<file path="config.mk">
export PLATFORM = sky130hd
export DESIGN_NAME = transmisor_paquete_mouse
export DESIGN_NICKNAME = d
export VERILOG_FILES = /design/src/rtl/transmisor_paquete_mouse.sv
export SDC_FILE = /design/constraint.sdc
export NUM_CORES = 1
export LEC_CHECK = 0
export CAP_MARGIN = 20
export CORE_AREA = 2 2 72 74
export CTS_CLUSTER_DIAMETER = 200
export DETAILED_ROUTE_END_ITERATION = 7
export DIE_AREA = 0 0 74 76
export PLACE_DENSITY = 0.75
export SYNTH_ARGS = -nofsm -noshare
export SYNTH_HDL_FRONTEND = slang
export SYNTH_SLANG_ARGS = --single-unit
</file>
<file path="constraint.sdc">
create_clock -name clk -period 4.32 [get_ports clk]
set_clock_uncertainty 0.15 [all_clocks]
set_input_delay 0.864 -clock clk [delete_from_list [all_inputs] [get_ports clk]]
set_output_delay 0.864 -clock clk [all_outputs]
set_load 0.02 [all_outputs]
</file>
<file path="src/rtl/transmisor_paquete_mouse.sv">
// PS/2 mouse packet transmitter: three 11-bit frames per Enviar, device-driven Ps2Clk.
// Optional TX_MOUSE_SATURAR_EN clamps deltas to 9-bit signed and flags overflow in byte0.
module transmisor_paquete_mouse #(
    parameter int HALF_PERIOD = 2500,
    parameter int GAP_CYCLES  = 5000
) (
    input  logic       clk,
    input  logic       rst,
    input  logic       Enviar,
    input  logic [9:0] DeltaX,
    input  logic [9:0] DeltaY,
    input  logic [2:0] Botones,
    input  logic       Inhibir,
    output logic       Ps2Clk,
    output logic       Ps2Data,
    output logic       Ocupado,
    output logic       Listo
);
    localparam int CMAX = (2*HALF_PERIOD > GAP_CYCLES) ? 2*HALF_PERIOD : GAP_CYCLES;
    localparam int CW   = $clog2(CMAX + 1);
    localparam logic [CW-1:0] C_HALF = CW'(HALF_PERIOD - 1);
    localparam logic [CW-1:0] C_BIT  = CW'(2*HALF_PERIOD - 1);
    localparam logic [CW-1:0] C_GAP  = CW'(GAP_CYCLES - 1);

    typedef enum logic [2:0] {IDLE, START, DATA, PARITY, STOP, GAP, DONE} state_t;

    state_t        r_state;
    logic [CW-1:0] r_cyc;
    logic [2:0]    r_bit;
    logic [1:0]    r_byte;
    logic [7:0]    r_b0, r_b1, r_b2;

    logic [8:0] w_x9, w_y9;
    logic       w_xovf, w_yovf;
    logic [7:0] w_byte0, w_cur;

`ifdef TX_MOUSE_SATURAR_EN
    // Out of 9-bit range exactly when the two top bits of the 10-bit delta differ.
    assign w_xovf = DeltaX[9] ^ DeltaX[8];
    assign w_yovf = DeltaY[9] ^ DeltaY[8];
    assign w_x9   = w_xovf ? (DeltaX[9] ? 9'h100 : 9'h0FF) : DeltaX[8:0];
    assign w_y9   = w_yovf ? (DeltaY[9] ? 9'h100 : 9'h0FF) : DeltaY[8:0];
`else
    assign w_xovf = 1'b0;
    assign w_yovf = 1'b0;
    assign w_x9   = DeltaX[8:0];
    assign w_y9   = DeltaY[8:0];
`endif

    assign w_byte0 = {w_yovf, w_xovf, w_y9[8], w_x9[8], 1'b1, Botones};

    always_comb begin
        w_cur = r_b0;
        case (r_byte)
            2'd1:    w_cur = r_b1;
            2'd2:    w_cur = r_b2;
            default: w_cur = r_b0;
        endcase
    end

    always_ff @(posedge clk) begin
        if (!rst) begin
            r_state <= IDLE;
            r_cyc   <= '0;
            r_bit   <= '0;
            r_byte  <= '0;
            r_b0    <= '0;
            r_b1    <= '0;
            r_b2    <= '0;
            Ps2Clk  <= 1'b1;
            Ps2Data <= 1'b1;
            Ocupado <= 1'b0;
            Listo   <= 1'b0;
        end else begin
            case (r_state)
                IDLE: begin
                    Ps2Clk  <= 1'b1;
                    Ps2Data <= 1'b1;
                    Ocupado <= 1'b0;
                    Listo   <= 1'b0;
                    if (Enviar && !Inhibir) begin
                        r_b0    <= w_byte0;
                        r_b1    <= w_x9[7:0];
                        r_b2    <= w_y9[7:0];
                        r_byte  <= 2'd0;
                        r_cyc   <= '0;
                        r_state <= START;
                        Ps2Data <= 1'b0;
                        Ocupado <= 1'b1;
                    end
                end
                START, DATA, PARITY, STOP: begin
                    if (r_cyc == C_HALF) Ps2Clk <= 1'b0;
                    if (r_cyc != C_BIT) begin
                        r_cyc <= r_cyc + 1'b1;
                    end else begin
                        // Bit boundary: the only point where host inhibit is honoured.
                        r_cyc  <= '0;
                        Ps2Clk <= 1'b1;
                        if (Inhibir) begin
                            r_state <= IDLE;
                            Ps2Data <= 1'b1;
                            Ocupado <= 1'b0;
                        end else begin
                            case (r_state)
                                START: begin
                                    r_state <= DATA;
                                    r_bit   <= 3'd0;
                                    Ps2Data <= w_cur[0];
                                end
                                DATA: begin
                                    if (r_bit == 3'd7) begin
                                        r_state <= PARITY;
                                        Ps2Data <= ~^w_cur;
                                    end else begin
                                        r_bit   <= r_bit + 3'd1;
                                        Ps2Data <= w_cur[r_bit + 3'd1];
                                    end
                                end
                                PARITY: begin
                                    r_state <= STOP;
                                    Ps2Data <= 1'b1;
                                end
                                default: begin
                                    r_state <= GAP;
                                    Ps2Data <= 1'b1;
                                end
                            endcase
                        end
                    end
                end
                GAP: begin
                    Ps2Clk  <= 1'b1;
                    Ps2Data <= 1'b1;
                    if (r_cyc != C_GAP) begin
                        r_cyc <= r_cyc + 1'b1;
                    end else begin
                        r_cyc <= '0;
                        if (r_byte == 2'd2) begin
                            r_state <= DONE;
                            Ocupado <= 1'b0;
                            Listo   <= 1'b1;
                        end else begin
                            r_byte  <= r_byte + 2'd1;
                            r_state <= START;
                            Ps2Data <= 1'b0;
                        end
                    end
                end
                DONE: begin
                    r_state <= IDLE;
                    Listo   <= 1'b0;
                end
                default: r_state <= IDLE;
            endcase
        end
    end
endmodule

</file>
Word-level counts from Yosys, hierarchy flattened. Index checks and enable logic that the tools add are counted.

Logic and storage cells: 100. Register bits: 47. Output and inout port bits: 4. Input bits: 27.

Bitwise gates (word level): 2. Equality and inequality tests: 20. $lt $le $gt $ge: 1. Add/sub/neg operators: 3. Reductions and logical operators: 23. Multiplexer cells: 40.

Operators with widths (number): 2-to-1 mux 13 bit (2); case mux 13 bit (2 select lines) (1); 2-to-1 mux 3 bit (7); case mux 3 bit (3 select lines) (2); 2-to-1 mux 1 bit (16); case mux 8 bit (2 select lines) (1); inequality test 2 bit, second input constant (7); adder 13 x 1 -> 13 bit, second input constant (1); equality test 13 x 12 -> 1 bit, second input constant (1); inequality test 13 bit, second input constant (1); equality test 3 bit, second input constant (4); AND reduction 5 bit (2); nonzero test 2 bit (5); AND reduction 2 bit (4); AND reduction 4 bit (2); XNOR reduction 8 bit (1); equality test 3 x 2 -> 1 bit, second input constant (2); 2-to-1 mux 2 bit (3); case mux 1 bit (2 select lines) (3); case mux 1 bit (3 select lines) (2); case mux 3 bit (2 select lines) (1); OR reduction 5 bit (1); < comparator 3 x 4 -> 1 bit, second input constant (1); inequality test 4 bit, second input constant (1); 16 further kinds (18).

Longest topological paths before layout. Gate-level depths: netlist of the first run.

Depth after elaboration: 9. Mapped depth: 9.

Worst setup path after synthesis of the first run. OpenSTA, ideal clock, no wires.

Path kind: flip-flop to flip-flop. Start: register r_cyc[0]. End: register r_byte[0]. Period minus slack after synthesis: 2.595 ns. Slack: 1.725 ns. Library setup time: 0.128 ns. Cell stages (with the launch flop): 8. Arrival time: 2.318 ns. Data required time: 4.042 ns. Path through: dfxtp_1 ha_1 or4b_4 or4_4 or3_4 a21oi_4 mux2i_1 nor2_1.

Longest elaborated chain between the ends: 3.

Ends and longest elaborated chain: start, declared (RTL line 28) `logic [CW-1:0] r_cyc;`; start signal, assigned (RTL line 95) `r_cyc <= r_cyc + 1'b1;`; start signal, assigned (RTL line 136) `r_cyc <= r_cyc + 1'b1;`; inequality test 13 bit (RTL line 135) `if (r_cyc != C_GAP) begin`; inequality test 2 bit (no source line); AND reduction 4 bit (no source line); end signal, assigned (RTL line 144) `r_byte <= r_byte + 2'd1;`; end, declared (RTL line 30) `logic [1:0] r_byte;`.

No other way between the ends. A chain may end at the register's enable or synchronous reset.

Worst setup path after layout of the first run.
Start: register r_cyc[0]. End: register Ps2Data.

Longest elaborated chain between the ends: 3.

Ends and longest elaborated chain: inequality test 13 bit * (RTL line 94, 135); 2-to-1 mux 1 bit or inequality test 2 bit (tied branches); case mux 1 bit (3 select lines) or AND reduction 2 bit (tied branches); end signal, assigned (RTL line 109) `Ps2Data <= w_cur[0];`; end signal, assigned (RTL line 114) `Ps2Data <= ~^w_cur;`; end signal, assigned (RTL line 117) `Ps2Data <= w_cur[r_bit + 3'd1];`; end, declared (RTL line 15) `output logic Ps2Data,`.

Mark *: on every way between the ends. The rest lies on a longest branch, timed or not.

==> reports/summary.md, run 1 <==
Clock tree synthesis inserted a total of 5 buffers. For the final routed database, the setup TNS stands at 0 ns. The critical path capture point type is a register. The run gives 0.8756 as the routability congestion estimate from global placement. The number of hold-repair buffers added at the cts stage is 0, and the biggest fanout along the worst timing path is 14. Number of nets with antenna violations after routing: 0. The via total after detailed routing was 2,204. The dominant synthesized flop cell is dfxtp_1.

The run gives 0 as the count of endpoints failing setup in the final report. In this run the count of I/O pins placed on the die edge is 31. The run gives 0 as the number of buffers added for setup after CTS. The logs give 0 for the number of hold violations in the final report and 0.9996 nW for the standby leakage power.

Setup repair after global routing left no endpoint under its margin. The cell area that synthesis handed to floorplanning was 2489 um^2. The worst-case IR drop observed on VDD is 0.1620 mV.

The worst min-delay path class is reg2reg. The kind of critical path is reg2reg. The number of cells upsized or downsized after cts was 0.

Yosys attributes the largest share of cell area to dfxtp_1 (38%), nand2_1 (9.7%), a21oi_1 (6.6%), nor2_1 (5.9%), xnor2_1 (3.9%). Mean instance size in the synthesized netlist: 7.729 um^2. The final HPWL from detailed placement is 3619 um. The tool flagged a number of max-cap violations equal to 0. The completed layout was analyzed and its total power is 1.289 mW. In the routed design, unresolved DRC markers number 0. The async set-or-reset flop fraction in the synthesized netlist was 0%; the global-route wire length before repair was 9039 um.

The layout overhead on the synthesized area is 17.09%, and the standard-cell row count is 26. The share of post-route cells with drive strength above 1 is 6.158%, and the placed standard-cell area is 2808 um^2. After the first detailed-routing iteration, the DRC count stood at 122.

Counting flops with a built-in enable in the synthesized netlist gives 0. The tools report the count of different cell masters after synthesis as 50. Total number of clock tree sinks: 47. The total number of yosys warnings is 0. The number of antenna diodes in the final layout is 0. The cell taking the most area after synthesis was dfxtp_1.

The register bit count reported by yosys came out at 47. The clock reaches the later pin of the worst-skew pair after 0.30 ns. The number of antenna violations at the first check in global routing is 0. TritonCTS built the clock tree.

The chip height came out at 76 um. The via-per-instance ratio was 5.363. The number of global-route vias before repair came out at 2,064. The final worst-path cycle share came out at 66.02%. The element type at the critical path start was a register. With fillers left out, the area of the finished cells amounts to 2914 um^2. The number of buffers added on ports is 28, and the total routing resource utilization after global routing is 19.74%. In the final design database the tool counted 373 nets.

The region available for standard cell placement spans 4912 um^2. Aggregate routed wire length: 5178 um. For the relative max-transition margin, the log shows 46.47%. The tools report the final global-route overflow total as 0. The fmax was 350.6 MHz; the clock slew at the register clock pins of the worst setup and hold paths was 0.09 ns. The floorplan step defined a die boundary enclosing 5624 um^2.

The run finished with clean final reports. From left edge to right edge, the die measures 74 um. The time the final worst path needs with I/O delays and setup was 2.852 ns; the maximum number of pins on one net before global-route repair was 36. After detailed routing, the average wire length per cell comes to 12.60 um.

The cell count after synthesis came out at 322. The run gives 4 as the count of TritonRoute iterations in the first routing pass. CTS placed an instance of clkbuf_8 at the clock tree root.

STA puts the critical path data required time at 4.36 ns. Dividing total power by cell area gives a power density of 442.2 nW/um^2. The number of H-tree levels is 2, and the area share of the largest cell type after synthesis is 37.81%. The proportion of synthesized chip area in sequential cells is 37.81%. The buffer depth of the longest clock path was 2; the max-slew violation count was 0. The synthesized netlist net count is 354, and the slew at the pin closest to its max-slew limit is 0.8018 ns. The run gives 2.89 ns as the data arrival at the endpoint of the critical path. For this configuration, the core starts out at a cell density of 50.66%.
## power by group
group,switching (mW),internal (mW),total (mW)
clock,0.148,0.169,0.317
sequential,0.0652,0.479,0.544
combinational,0.243,0.184,0.428
total,0.456,0.832,1.29
## state kept, by name, summed over array words and instances, names as in the netlist
name,flops
r_cyc,13
Ocupado,1
r_state,3
r_byte,2
Listo,1
Ps2Data,1
r_b2,8
r_b0,6
r_bit,3
r_b1,8
Ps2Clk,1
## cell families after synthesis
| logic type | after synthesis | synth area share, % |
|---|---|---|
| buffers and inverters | 23 | 3.519 |
| xor gates and xnor gates | 18 | 6.335 |
| DFF | 47 | 37.81 |
| muxes | 5 | 2.011 |
| adders and majority gates | 5 | 2.514 |
| and+or+nand+nor | 145 | 27.35 |
| AOI/OAI and AO/OA | 79 | 20.46 |
## per-layer routing
metal	wire, um	GRT usage [%]	part of all wire, %	vias to the layer above
li1	-	-	-	1152
met1	2371	26.16	46	990
met2	2488	31.61	48	58
met3	272	4.497	5.3	4
met4	46	6.000	0.89	0
met5	0	0	0	-
## through the flow
step	util, %	setup WS [ns]	instances	hold slack, ns
floorplan	-	1.725	322	0.2860
global placement	57.16	1.239	404	0.2936
detailed placement	57.16	1.199	404	0.2982
CTS	59.32	1.459	411	0.3095
global route	59.32	1.357	411	0.3280
finish	59.32	1.468	411	0.3087
## Yosys cell counts (all sizes together), types with 2 or more instances
master / count
or4b: 2
ha: 5
xnor2: 11
nand2: 64
inv: 4
a211oi: 3
nand3: 4
buf: 2
or3: 3
or4: 2
xor2: 7
a221oi: 4
nor3: 7
o221ai: 2
o211a: 2
and3: 5
dfxtp: 47
nor2: 39
nor3b: 2
o21ai: 15
nor2b: 8
mux2i: 5
nand4: 2
or2: 2
clkbuf: 16
a21oi: 35
a22oi: 9
## worst max-delay path, cell delays in order, from the launching register on
cell	delay, ns
dfxtp_1	0.38
ha_1	0.23
or4b_4	0.49
or4_4	0.63
or2_1	0.30
a22o_1	0.22
a211oi_2	0.22
o311ai_1	0.12
## path summary, 6_finish.rpt
path              startpoint      end  slack (ns)  depth (start not counted)
setup / recovery    r_cyc[0]  Ps2Data        1.47                          7
hold / removal       r_b2[0]  r_b2[0]        0.31                          2
setup reg to reg    r_cyc[0]  Ps2Data        1.47                          7
hold reg to reg      r_b2[0]  r_b2[0]        0.31                          2
## placed cells by master, fill, tap and decap left out, types with 6 or more instances in the layout
master,count
a21oi_1,33
a22oi_1,9
clkdlybuf4s50_1,28
dfxtp_1,47
nand2_1,64
nor2_1,39
nor2b_1,8
nor3_1,6
o21ai_0,15
xnor2_1,11
xor2_1,7
## area by class of cell
class                      instances  area, um^2
fill                             472        1998
multi-input combinational        252        1465
sequential                        47       940.9
timing repair buffer              30       295.3
tap                               70       87.58
clock buffer                       5       68.82
clock inverter                     2       37.54
inverter                           5       18.77
No activity file was read; power rests on OpenSTA's default activity.
==> run 2, diff against run 1 <==
==> constraint.sdc (replaced) <==
create_clock -name clk -period 2.66 [get_ports clk]
set_clock_uncertainty 0.15 [all_clocks]
set_input_delay 0.532 -clock clk [delete_from_list [all_inputs] [get_ports clk]]
set_output_delay 0.532 -clock clk [all_outputs]
set_load 0.02 [all_outputs]
==> reports/summary.md, run 2 (synthesis results as in run 1) <==
The flow ran to the end, and the final reports show no timing, DRC or antenna violations. Setup repair after global routing left no endpoint under its margin. Before CTS, the worst setup slack after placement is 0.04362 ns. For the relative max-transition margin, the log shows 67.49%. The largest registers in the layout are r_cyc x13, r_b1 x8, r_b2 x8. The routability congestion estimate from global placement is 0.8767, and the slew at the pin closest to its max-slew limit is 0.4825 ns. In this run, post-CTS hold repair placed 0 buffers. For the global-route wire length before repair, the log shows 9666 um. The run gives 4023 um as the final HPWL from detailed placement.

The number of antenna violations at the first check in global routing was 0; the total of fill cells in the finished design was 440. In this run the static leakage power is 1.105 nW. From synthesis to final layout, the design area changed by 24.13%. In the routed layout, each cell is associated on average with a via count of 5.444. The utilization of the core after routing is 62.89%. Summing internal, switching and leakage power gives 2.210 mW. For the final routed database, the setup TNS stands at 0 ns. In the layout the commonest cells are nand2_1 (63), dfxtp_1 (45), nor2_1 (39), a21oi_1 (33), clkdlybuf4s50_1 (28).

From bottom edge to top edge, the die measures 76 um. The number of buffers added on ports was 28. TritonCTS built the clock tree. The tools report the max-slew violation count as 0. The tools report the data arrival at the endpoint of the critical path as 2.61 ns. Once layout is done, the placed cells without fillers occupy 3089 um^2. For the total die area, the log shows 5624 um^2.

Global routing finished with a remaining overflow of 0. The tools report the worst hold slack across all endpoints as 0.3082 ns. The core region is 4912 um^2. The number of placed instances, taps included, is 421. The floorplan has 26 rows. Excluding fillers, the count of instances in the completed layout stands at 428. Kind of critical path: reg2reg. The worst setup path is launched from a register.

The first detailed-routing pass ran for 4 iterations. In the routed design, unresolved DRC markers number 0. The H-tree generated during clock tree synthesis spans 2 levels.

The register with the most flip-flops in the final layout is r_cyc. Setup violations remaining at the end of the flow were counted as 0. For the number of nets in the final layout, the log shows 390. The fmax came out at 385.8 MHz. The initial utilization of the core area, before any placement, comes to 50.66%.

Flip-flop count of the largest register, all copies and words added: 13. The number of hold violations in the final report came out at 0. The tree is rooted in a clkbuf_8. The clock net in this run drives a total of 47 sinks. The number of violations reported at the end of detailed-routing iteration 0 is 140.

The share of post-route cells with drive strength above 1 came out at 12.01%. The run gives 0 as the number of nets with antenna violations after routing. After layout, the worst setup slack is 0.06798 ns. From left edge to right edge, the die measures 74 um.

Biggest fanout along the worst timing path: 5. Across every metal layer, demand over resource in global routing totals 21.35%. Entering global routing, the biggest net connects 24 pins. Across all layers, the routed design uses 2,330 vias.

The detailed-route wire length per cell came out at 12.90 um. The number of global-route vias before repair came out at 2,096. The logs give 2.68 ns for the critical path data required time and 2 for the buffer depth of the longest clock path. For the number of antenna cells inserted, the log shows 0. The worst path in the final design needs a cycle of 2.592 ns, including I/O delays and setup. Once placement finished, the instance area stood at 2960 um^2. VDD sags by at most 0.2975 mV. The final layout contains routed wiring with a total length of 5522 um. Of the available clock period, the critical path in the final layout requires 97.44%. Worst min-delay path class: reg2reg.

The number of buffers created by CTS was 5; the clock slew at the register clock pins of the worst setup and hold paths was 0.09 ns. The number of top-level design ports was 31; the source-to-sink clock delay at the later pin of the worst-skew pair was 0.30 ns. Leaving out fill and tap cells, the most frequent cell in the layout is nand2_1. The run gives 0 as the max capacitance violation total. The critical path capture point type was a register. Power spread over the standard cell area amounts to 715.5 nW/um^2.
## run 2: changes by cell type in the layout (fill, tap and decap cells not counted), moves of 2 or more
cell | previous run | this run
buf_12 | 0 | 2
dfxtp_2 | 0 | 2
dfxtp_1 | 47 | 45
buf_4 | 2 | 16
## run 2: repair_timing
item,4_1_cts,5_1_grt
resized for setup,0,8
setup endpoints to repair,0,19
buffers inserted,0,0
## run 2: final cells by class
cell class / instances / area, um^2 / share of cell area, %
multi-input combinational: 252 / 1485 / 48.08
sequential: 47 / 943.4 / 30.54
timing repair buffer: 47 / 451.7 / 14.62
tap: 70 / 87.58 / 2.835
clock buffer: 6 / 72.57 / 2.349
clock inverter: 1 / 30.03 / 0.9721
inverter: 5 / 18.77 / 0.6075
## run 2: layer usage
| layer | part of all wire (%) | GRT usage, % | vias up |
|---|---|---|---|
| li1 | - | - | 1189 |
| met1 | 47 | 27.99 | 1081 |
| met2 | 48 | 34.02 | 50 |
| met3 | 2.9 | 4.762 | 10 |
| met4 | 1.9 | 7.636 | 0 |
| met5 | 0 | 0 | - |
## run 2: critical path, cell delays in order, from the launching register on
cell	delay, ns
dfxtp_2	0.34
ha_1	0.15
or4b_4	0.46
or4_4	0.54
or2_1	0.25
a22o_1	0.21
a211oi_2	0.23
o311ai_1	0.14
## run 2: power breakdown
| group | internal [mW] | switching (mW) |
|---|---|---|
| Clock | 0.276 | 0.232 |
| Sequential | 0.780 | 0.0401 |
| Combinational | 0.398 | 0.485 |
| Total | 1.45 | 0.757 |
## run 2: final timing paths
kind	from	endpoint	slack, ns	cells past startpoint
worst max-delay path	r_cyc[0]	Ps2Data	0.07	7
worst min-delay path	r_b1[7]	r_b1[7]	0.31	2
worst max register to register	r_cyc[0]	Ps2Data	0.07	7
worst min register to register	r_b1[7]	r_b1[7]	0.31	2
